===== src/rtl/nts_descriptor_buffer_pkg.sv =====
// Host-receive package: descriptor layout, buffer sizing
// and output FSM encodings for the NTS descriptor buffer.
package nts_descriptor_buffer_pkg;

  localparam int DESC_W        = 46;
  localparam int DEPTH         = 4;
  localparam int ADDR_W        = 2;
  localparam int ACK_TIMEOUT   = 255;
  localparam int TIMER_W       = 8;

  localparam int LOOKUP_EN_BIT = 18;
  localparam int OUTPORT_MSB   = 17;
  localparam int OUTPORT_LSB   = 9;
  localparam int BUFID_MSB     = 8;
  localparam int BUFID_LSB     = 0;

  typedef logic [DESC_W-1:0] desc_t;

  typedef enum logic {
    IDLE     = 1'b0,
    WAIT_ACK = 1'b1
  } out_state_t;

  function automatic logic needs_lookup(input desc_t d);
    return d[LOOKUP_EN_BIT];
  endfunction

endpackage


===== src/rtl/nts_desc_fifo.sv =====
// Small register FIFO with a show-ahead head entry.
// Full/empty come from the registered occupancy count.
module nts_desc_fifo
  import nts_descriptor_buffer_pkg::*;
(
  input  logic              i_clk,
  input  logic              i_rst,
  input  logic              i_push,
  input  desc_t             iv_data,
  input  logic              i_pop,
  output desc_t             ov_head,
  output logic              o_full,
  output logic              o_empty,
  output logic [ADDR_W:0]   ov_usedw
);

  localparam logic [ADDR_W:0] FULL_CNT = (ADDR_W+1)'(DEPTH);

  desc_t             mem [DEPTH];
  logic [ADDR_W-1:0] wptr;
  logic [ADDR_W-1:0] rptr;
  logic [ADDR_W:0]   count;
  logic              do_push;
  logic              do_pop;

  assign o_full   = (count == FULL_CNT);
  assign o_empty  = (count == '0);
  assign do_push  = i_push && !o_full;
  assign do_pop   = i_pop && !o_empty;
  assign ov_head  = mem[rptr];
  assign ov_usedw = count;

  // Storage write; contents need no reset since count gates reads
  always_ff @(posedge i_clk) begin
    if (do_push) begin
      mem[wptr] <= iv_data;
    end
  end

  // Pointer and occupancy bookkeeping
  always_ff @(posedge i_clk or posedge i_rst) begin
    if (i_rst) begin
      wptr  <= '0;
      rptr  <= '0;
      count <= '0;
    end else begin
      if (do_push) begin
        wptr <= wptr + 1'b1;
      end
      if (do_pop) begin
        rptr <= rptr + 1'b1;
      end
      unique case ({do_push, do_pop})
        2'b10:   count <= count + 1'b1;
        2'b01:   count <= count - 1'b1;
        default: count <= count;
      endcase
    end
  end

endmodule


===== src/rtl/nts_descriptor_buffer.sv =====
// Accepts host-receive NTS descriptors, queues them, and routes
// each to the FLT (lookup) or straight to forwarding (direct).
module nts_descriptor_buffer
  import nts_descriptor_buffer_pkg::*;
(
  input  logic              i_clk,
  input  logic              i_rst,
  input  desc_t             iv_nts_descriptor,
  input  logic              i_nts_descriptor_wr,
  output logic              o_nts_descriptor_ack,
  output desc_t             ov_lookup_descriptor,
  output logic              o_lookup_wr,
  input  logic              i_lookup_ack,
  output desc_t             ov_direct_descriptor,
  output logic              o_direct_wr,
  output logic [ADDR_W:0]   ov_fifo_usedw,
  output logic [15:0]       ov_debug_in_cnt,
  output logic [15:0]       ov_debug_timeout_cnt
);

  logic               fifo_full;
  logic               fifo_empty;
  logic               push;
  logic               pop;
  desc_t              head;
  out_state_t         state;
  logic [TIMER_W-1:0] timer;

  // The ack cycle masks wr so a held request is not taken twice
  assign push = i_nts_descriptor_wr
             && !o_nts_descriptor_ack
             && !fifo_full;
  assign pop  = (state == IDLE) && !fifo_empty;

  nts_desc_fifo u_fifo (
    .i_clk    (i_clk),
    .i_rst    (i_rst),
    .i_push   (push),
    .iv_data  (iv_nts_descriptor),
    .i_pop    (pop),
    .ov_head  (head),
    .o_full   (fifo_full),
    .o_empty  (fifo_empty),
    .ov_usedw (ov_fifo_usedw)
  );

  // Input handshake: one-cycle ack per accepted descriptor
  always_ff @(posedge i_clk or posedge i_rst) begin
    if (i_rst) begin
      o_nts_descriptor_ack <= 1'b0;
      ov_debug_in_cnt      <= '0;
    end else begin
      o_nts_descriptor_ack <= push;
      if (push) begin
        ov_debug_in_cnt <= ov_debug_in_cnt + 16'd1;
      end
    end
  end

  // Output FSM: route head to FLT or forwarding, with ack timeout
  always_ff @(posedge i_clk or posedge i_rst) begin
    if (i_rst) begin
      state                <= IDLE;
      timer                <= '0;
      o_lookup_wr          <= 1'b0;
      ov_lookup_descriptor <= '0;
      o_direct_wr          <= 1'b0;
      ov_direct_descriptor <= '0;
      ov_debug_timeout_cnt <= '0;
    end else begin
      o_direct_wr          <= 1'b0;
      ov_direct_descriptor <= '0;
      unique case (state)
        IDLE: begin
          if (pop) begin
            if (needs_lookup(head)) begin
              ov_lookup_descriptor <= head;
              o_lookup_wr          <= 1'b1;
              timer                <= '0;
              state                <= WAIT_ACK;
            end else begin
              ov_direct_descriptor <= head;
              o_direct_wr          <= 1'b1;
            end
          end
        end
        WAIT_ACK: begin
          if (i_lookup_ack) begin
            o_lookup_wr          <= 1'b0;
            ov_lookup_descriptor <= '0;
            state                <= IDLE;
          end else if (timer == TIMER_W'(ACK_TIMEOUT)) begin
            o_lookup_wr          <= 1'b0;
            ov_lookup_descriptor <= '0;
            ov_debug_timeout_cnt <= ov_debug_timeout_cnt + 16'd1;
            state                <= IDLE;
          end else begin
            timer <= timer + 1'b1;
          end
        end
      endcase
    end
  end

endmodule


===== config.mk =====
export PLATFORM = sky130hd
export DESIGN_NAME = nts_descriptor_buffer
export DESIGN_NICKNAME = d
export VERILOG_FILES = /design/src/rtl/nts_descriptor_buffer_pkg.sv /design/src/rtl/nts_desc_fifo.sv /design/src/rtl/nts_descriptor_buffer.sv
export SDC_FILE = /design/constraint.sdc
export NUM_CORES = 1
export LEC_CHECK = 0
export BUFFER_PORTS_ARGS = -buffer_cell sky130_fd_sc_hd__buf_2
export CAP_MARGIN = 5
export CORE_MARGIN = 4
export CORE_UTILIZATION = 50
export CTS_CLUSTER_DIAMETER = 30
export DETAILED_ROUTE_END_ITERATION = 8
export HOLD_SLACK_MARGIN = 0.03
export PLACE_DENSITY_LB_ADDON = 0.3
export RECOVER_POWER = 100
export REMOVE_ABC_BUFFERS = 1
export SLEW_MARGIN = 30
export SYNTH_ARGS = -nofsm -noshare
export SYNTH_HDL_FRONTEND = slang
export SYNTH_HIERARCHICAL = 1
export SYNTH_SLANG_ARGS = --single-unit

===== constraint.sdc =====
create_clock -name i_clk -period 10.39 [get_ports i_clk]
set_input_delay 1.5585 -clock i_clk [delete_from_list [all_inputs] [get_ports i_clk]]
set_output_delay 1.5585 -clock i_clk [all_outputs]
set_load 0.05 [all_outputs]

[Yosys cells after proc, flatten, opt, wreduce, memory -nomap -nowiden]
Memory sizes are Yosys's and may differ from the RTL's.
Cells that the tools add are included.
Cells by class
  reduce and logical (&&, ||, !) cells: 13
  mux-type cells: 29
  $add $sub $neg: 7
  bitwise gates (word level): 2
  eq/ne operators: 9
Operators with widths (count)
  46-bit 2-to-1 mux: 7
  46-bit case mux with 2 select lines: 1
  16-bit by 1-bit adder with 16-bit output (second input constant): 2
  8-bit 2-to-1 mux: 4
  8-bit case mux with 2 select lines: 1
  1-bit 2-to-1 mux: 13
  8-bit by 1-bit adder with 8-bit output (second input constant): 1
  8-bit equality test (second input constant): 1
  2-bit inequality test (second input constant): 3
  3-bit case mux with 2 select lines: 1
  3-bit AND reduction: 2
  1-bit logical AND: 5
  2-bit by 1-bit adder with 2-bit output (second input constant): 2
  1-bit case mux with 2 select lines: 2
  4-bit AND reduction: 1
  3-bit by 1-bit adder with 3-bit output (second input constant): 1
  3-bit equality test (second input constant): 1
  1-bit zero test: 3
  3-bit zero test: 1
  3-bit by 2-bit inequality test with 1-bit output (second input constant): 1
  3-bit by 1-bit subtractor with 3-bit output (second input constant): 1
  2-bit by 1-bit equality test with 1-bit output (second input constant): 1
  2-bit equality test (second input constant): 1
  2-bit by 1-bit inequality test with 1-bit output (second input constant): 1
  other kinds (2): 3
Word-level totals
  input bits: 50
  logic and storage cells: 73
  output and inout port bits: 130
  bits in writable memories: 184
  memories kept: 1
  register bits after elaboration: 143
Memories
  u_fifo.mem: depth 4, bits a word 46, rd ports 1, clocked after memory_dff 0, write ports 1, line nts_desc_fifo.sv:19  | desc_t mem [DEPTH];

[Longest topological paths before layout]
  word-level depth: 6
  mapped depth: 12
  mapped depth without buffers: 11

[Cells and area by module]
The synthesis kept the hierarchy.
By module, submodules not included
  nts_desc_fifo: area an instance 7059.3 um2, seq. area each 5700.5 um2, cells each 278, times used 1
  nts_descriptor_buffer: area an instance 5086.1 um2, seq. area each 3353.2 um2, cells each 371, times used 1

[Worst setup path after synthesis]
Ideal clock, no wire load.
  path type: input -> register
  from: input port i_nts_descriptor_wr
  to: memory u_fifo/mem[0][0] (netlist bit), enable pin
  arrival time: 3.547 ns
  path slack: 6.435 ns
  required time: 9.982 ns
  cell stages on the path: 5
  setup time: 0.408 ns
  path buffers: 1
  cells stage by stage: or3b_1 -> buf_6 -> inv_1 -> nor2b_2 -> and2_1
On the way
  longest elaborated chain between the ends: 5
Ends and longest elaborated chain
  start: declaration: line nts_descriptor_buffer.sv:9  | input logic i_nts_descriptor_wr,
  1-bit logical AND: line nts_descriptor_buffer.sv:31  | && !o_nts_descriptor_ack
  1-bit logical AND: line nts_descriptor_buffer.sv:32  | && !fifo_full;
  via push: line nts_descriptor_buffer.sv:23  | logic push;
  1-bit logical AND: line nts_desc_fifo.sv:28  | assign do_push = i_push && !o_full;
  1-bit 2-to-1 mux: line nts_desc_fifo.sv:35  | if (do_push) begin
  1-bit 2-to-1 mux (not written as such): line nts_desc_fifo.sv:36  | mem[wptr] <= iv_data;
  end: declaration: line nts_desc_fifo.sv:19
The timed path passes the listed nets, and every way through them passes these cells.

[Worst setup path in the final report]
  from: register u_fifo.rptr[0]
  to: register timer[0]
On the way
  longest elaborated chain between the ends: 3
Ends and longest elaborated chain
  start: declaration: line nts_desc_fifo.sv:21  | logic [ADDR_W-1:0] rptr;
  start signal: assignment: line nts_desc_fifo.sv:51  | rptr <= rptr + 1'b1;
  memory read 4 x 46 bit
  via head[18]: line nts_descriptor_buffer.sv:25  | desc_t head;
  2-bit inequality test (no source line)
  4-bit AND reduction (no source line)
  end signal: assignment: line nts_descriptor_buffer.sv:98  | timer <= timer + 1'b1;
  end: declaration: line nts_descriptor_buffer.sv:27  | logic [TIMER_W-1:0] timer;
The timed path passes the listed nets, and every way through them passes these cells.
A chain may end at the register's enable or synchronous reset.

==> key figures <==
Clock tree
  • Maximum clock path buffer count: 3
  • Post-CTS sizing: 0
  • Hold-fix buffers, CTS: 0
  • Post-CTS setup buffer count: 0
  • Worst-Skew Late Latency: 0.54 ns
  • CTS tree: yes
  • Clock Tree Root: clkbuf_16
  • Clock Sinks: 325
  • CTS buffer count: 54
  • # H-tree levels: 2
  • Clock transition at the registers of the reported paths: 0.05 ns

Run status
  • Run status: finished with violations
  • Failing checks: max-capacitance violations, max-slew violations

Setup path
  • Crit path required time: 10.80 ns
  • Reg2Reg Capture Point: timer[0]
  • Reg-to-reg slack, setup: 4.74 ns
  • Reg2Reg Depth: 4
  • Slowest cell on the critical path: and2_0
  • Crit path launch type: flip-flop
  • Worst r2r src: u_fifo/rptr[0]
  • CP peak stage delay: 2.38 ns
  • Crit-path cells: mux4_2 -> and2_0 -> nor2_1 -> mux2_2
  • CP Capture Type: flip-flop
  • Crit-path max FO: 49
  • Critical path type: reg2reg
  • Crit path DAT: 6.07 ns

Floorplan
  • Core area: 0.0237 mm2
  • Die Ht: 164 um
  • Die width: 164 um
  • Top-level port count: 180
  • FP Rows: 56
  • Die ar.: 0.0268 mm2
  • Initial Util: 51.3%

STA
  • Tmin final: 5.65 ns
  • Final Cycle Share: 54.4%
  • Max Freq: 177 MHz
  • Clock Skew: 0.0215 ns
  • Worst-Margin Slew: 3.47 ns
  • RSZ-0062 raised after global routing: no
  • Fin. max-slew vios: 338
  • Total negative slack: 0 ns
  • # setup viols final: 0
  • Max transition margin: -132%
  • Hold Worst Slack: 0.468 ns
  • Fin. Hold Viols: 0

Synth
  • Post-Synthesis Cells: 649
  • Synthesis Warnings: 6
  • Post-synthesis xor/xnor area fraction: 2.67%
  • Synth top area share: 45.5%
  • Register area share after synthesis: 74.5%
  • Flops & latches, synth: 325
  • Async SR Flop Fraction: 43.4%
  • Main combinational cell family by area after synthesis: multiplexers
  • Avg Cell Area, Syn: 18.7 um2
  • Main synth FF type: edfxtp_1
  • Netlist cell types: 49
  • Mux contribution to synthesized area: 8.89%
  • Adder-Cell Fraction of Synth Area: 0.989%
  • Number of enable flip-flop cells after synthesis: 184
  • Post-synthesis cell area: 0.0121 mm2
  • Synth Area in Compound Gates: 4.31%
  • Synth Area in Simple Gates: 6.70%
  • Top cells by area, synth: edfxtp_1 45%, dfrtp_1 29%, mux4_2 8.5%, a22o_1 3.3%, and2_1 2.6%
  • Largest area contributor in the netlist: edfxtp_1

Routing
  • DR vias/cell: 5.35
  • Iteration-0 DRC Markers: 447
  • # DRC: 0
  • Final antenna-violating net count: 0
  • WL/cell: 20.4 um
  • First-pass DRT Iterations: 5
  • Via count: 6,545
  • Detailed-route wire length: 24,900 um

Global routing
  • Vias in the first global route: 7,087
  • Initial antenna violation count: 5
  • First-pass GRT wire length: 39,300 um
  • Largest net degree at the start of global routing: 69
  • Gr ovfl total: 0
  • Tot GR Track Use: 19.0%

Cells and area
  • Post-layout nets: 921
  • Cell Count, Final, Fillers Out: 1,224
  • Ant. Diodes: 0
  • Layout cells sized above 1: 18.0%
  • Area grow syn2layout: 22.9%

Hold path
  • Hold Crit Depth: 1
  • Hold path start: ov_debug_timeout_cnt[15]
  • Hold endpoint: ov_debug_timeout_cnt[15]
  • Min-delay worst type: reg2reg

Job
  • # Max-Cap Violations: 7

Placement
  • # port buffers: 178
  • Post-detail-place hpwl: 15,000 um
  • Dpl cells: 1,124
  • Final Wtd Congestion: 0.761

Pwr
  • Leakage: 0.00577 uW
  • Cell Pwr Density: 362 mW/mm2
  • Worst vdd ir: 0.000229 V
==> where the power goes <==
group          total (uW)  internal [uW]  switching [uW]
clock                1800           1170             622
sequential           1890           1710             179
combinational        1720            492            1220
total                5400           3380            2020
==> cell type report <==
cell class,instances,area (um2)
clock buffers,61,1460
flip-flops and latches,325,9050
clock inverters,38,434
well taps,319,399
repair buffers,186,728
fillers,1797,8760
multi-input cells,282,2800
inverters,13,50.0
==> Yosys cell counts (3+ instances only) <==
master and number:
nand2_1 17, and3_1 7, clkbuf_1 4, xnor2_1 27, and2_1 50, a22o_1 46
nor4_4 3, inv_1 13, xor2_1 10, nand3_1 9, mux4_2 46, buf_6 4
nor3_1 5, buf_2 14, dfrtp_1 141, a211o_1 3, ha_1 8, edfxtp_1 184
nor2_1 5, nand4_1 11, mux2_2 3, and4_1 5, buf_4 6
==> critical path: cells and delay by family, from the launching register on <==
family / cells / cell delay (ns)
and+or+nand+nor: 2 / 2.94
DFF: 1 / 1.62
muxes: 2 / 0.96
==> sequential cells by signal, summed over array words and instances (netlist names) <==
name	cells
ov_direct_descriptor	45
timer	8
ov_lookup_descriptor	46
o_direct_wr	1
ov_debug_in_cnt	16
u_fifo/ov_usedw	3
u_fifo/mem	184
u_fifo/wptr	2
u_fifo/rptr	2
ov_debug_timeout_cnt	16
o_nts_descriptor_ack	1
state	1
==> worst max-delay path by stage <==
stage,start,endpoint,cells past startpoint
after CTS,i_nts_descriptor_wr,u_fifo/mem[2][8],6
final,u_fifo/rptr[0],timer[0],4
after global routing,u_fifo/rptr[0],timer[0],4
after floorplan,i_rst,o_direct_wr,1
after detailed placement,i_nts_descriptor_wr,u_fifo/mem[2][25],6
after global placement,i_nts_descriptor_wr,u_fifo/mem[1][22],5
==> kinds of logic after synthesis <==
kind of cell | Yosys count
muxes | 50
adders and majority gates | 9
buffers and inverters | 42
xor gates and xnor gates | 37
other | 1
DFF | 325
AOI/OAI and AO/OA | 60
and+or+nand+nor | 125
==> metrics by stage <==
step | setup WS, ns | utilization (%) | total power [uW] | cell area (um2)
after detailed placement | 6.56 | 56.3 | 3690 | 13300
after global placement | 6.31 | 56.3 | 3630 | 13300
after floorplan | 5.25 | - | 3190 | 12000
after CTS | 7.12 | 64.3 | 5510 | 15200
after global routing | 4.14 | 63.0 | 5670 | 14900
final | 4.74 | 63.0 | 5400 | 14900
==> placed cells by master, fill, tap and decap left out, drive strengths merged, types with 5 or more instances in the layout <==
master / Yosys / routed
xnor2: 27 / 27
inv: 13 / 26
edfxtp: 184 / 184
ha: 8 / 8
nor2: 6 / 6
clkinv: 0 / 15
and4: 5 / 5
bufinv: 0 / 6
a22o: 46 / 46
mux4: 46 / 46
nand4: 12 / 12
buf: 25 / 6
and3: 8 / 8
xor2: 10 / 10
nand2: 17 / 17
nor3: 6 / 6
dfrtp: 141 / 141
nand3: 10 / 10
and2: 51 / 51
clkbuf: 4 / 241
==> layer usage <==
layer  vias to the layer above  part of all wire (%)  track usage (%)  wire length (um)
met5                         -                  0.25                0                62
met4                        10                   2.1             5.11               514
met3                        56                   8.5             6.12              2110
met2                       224                    49             30.9             12300
met1                      3342                    40             25.0              9930
li1                       2913                     -                -                 -
Power figures use the tool's default switching activity.
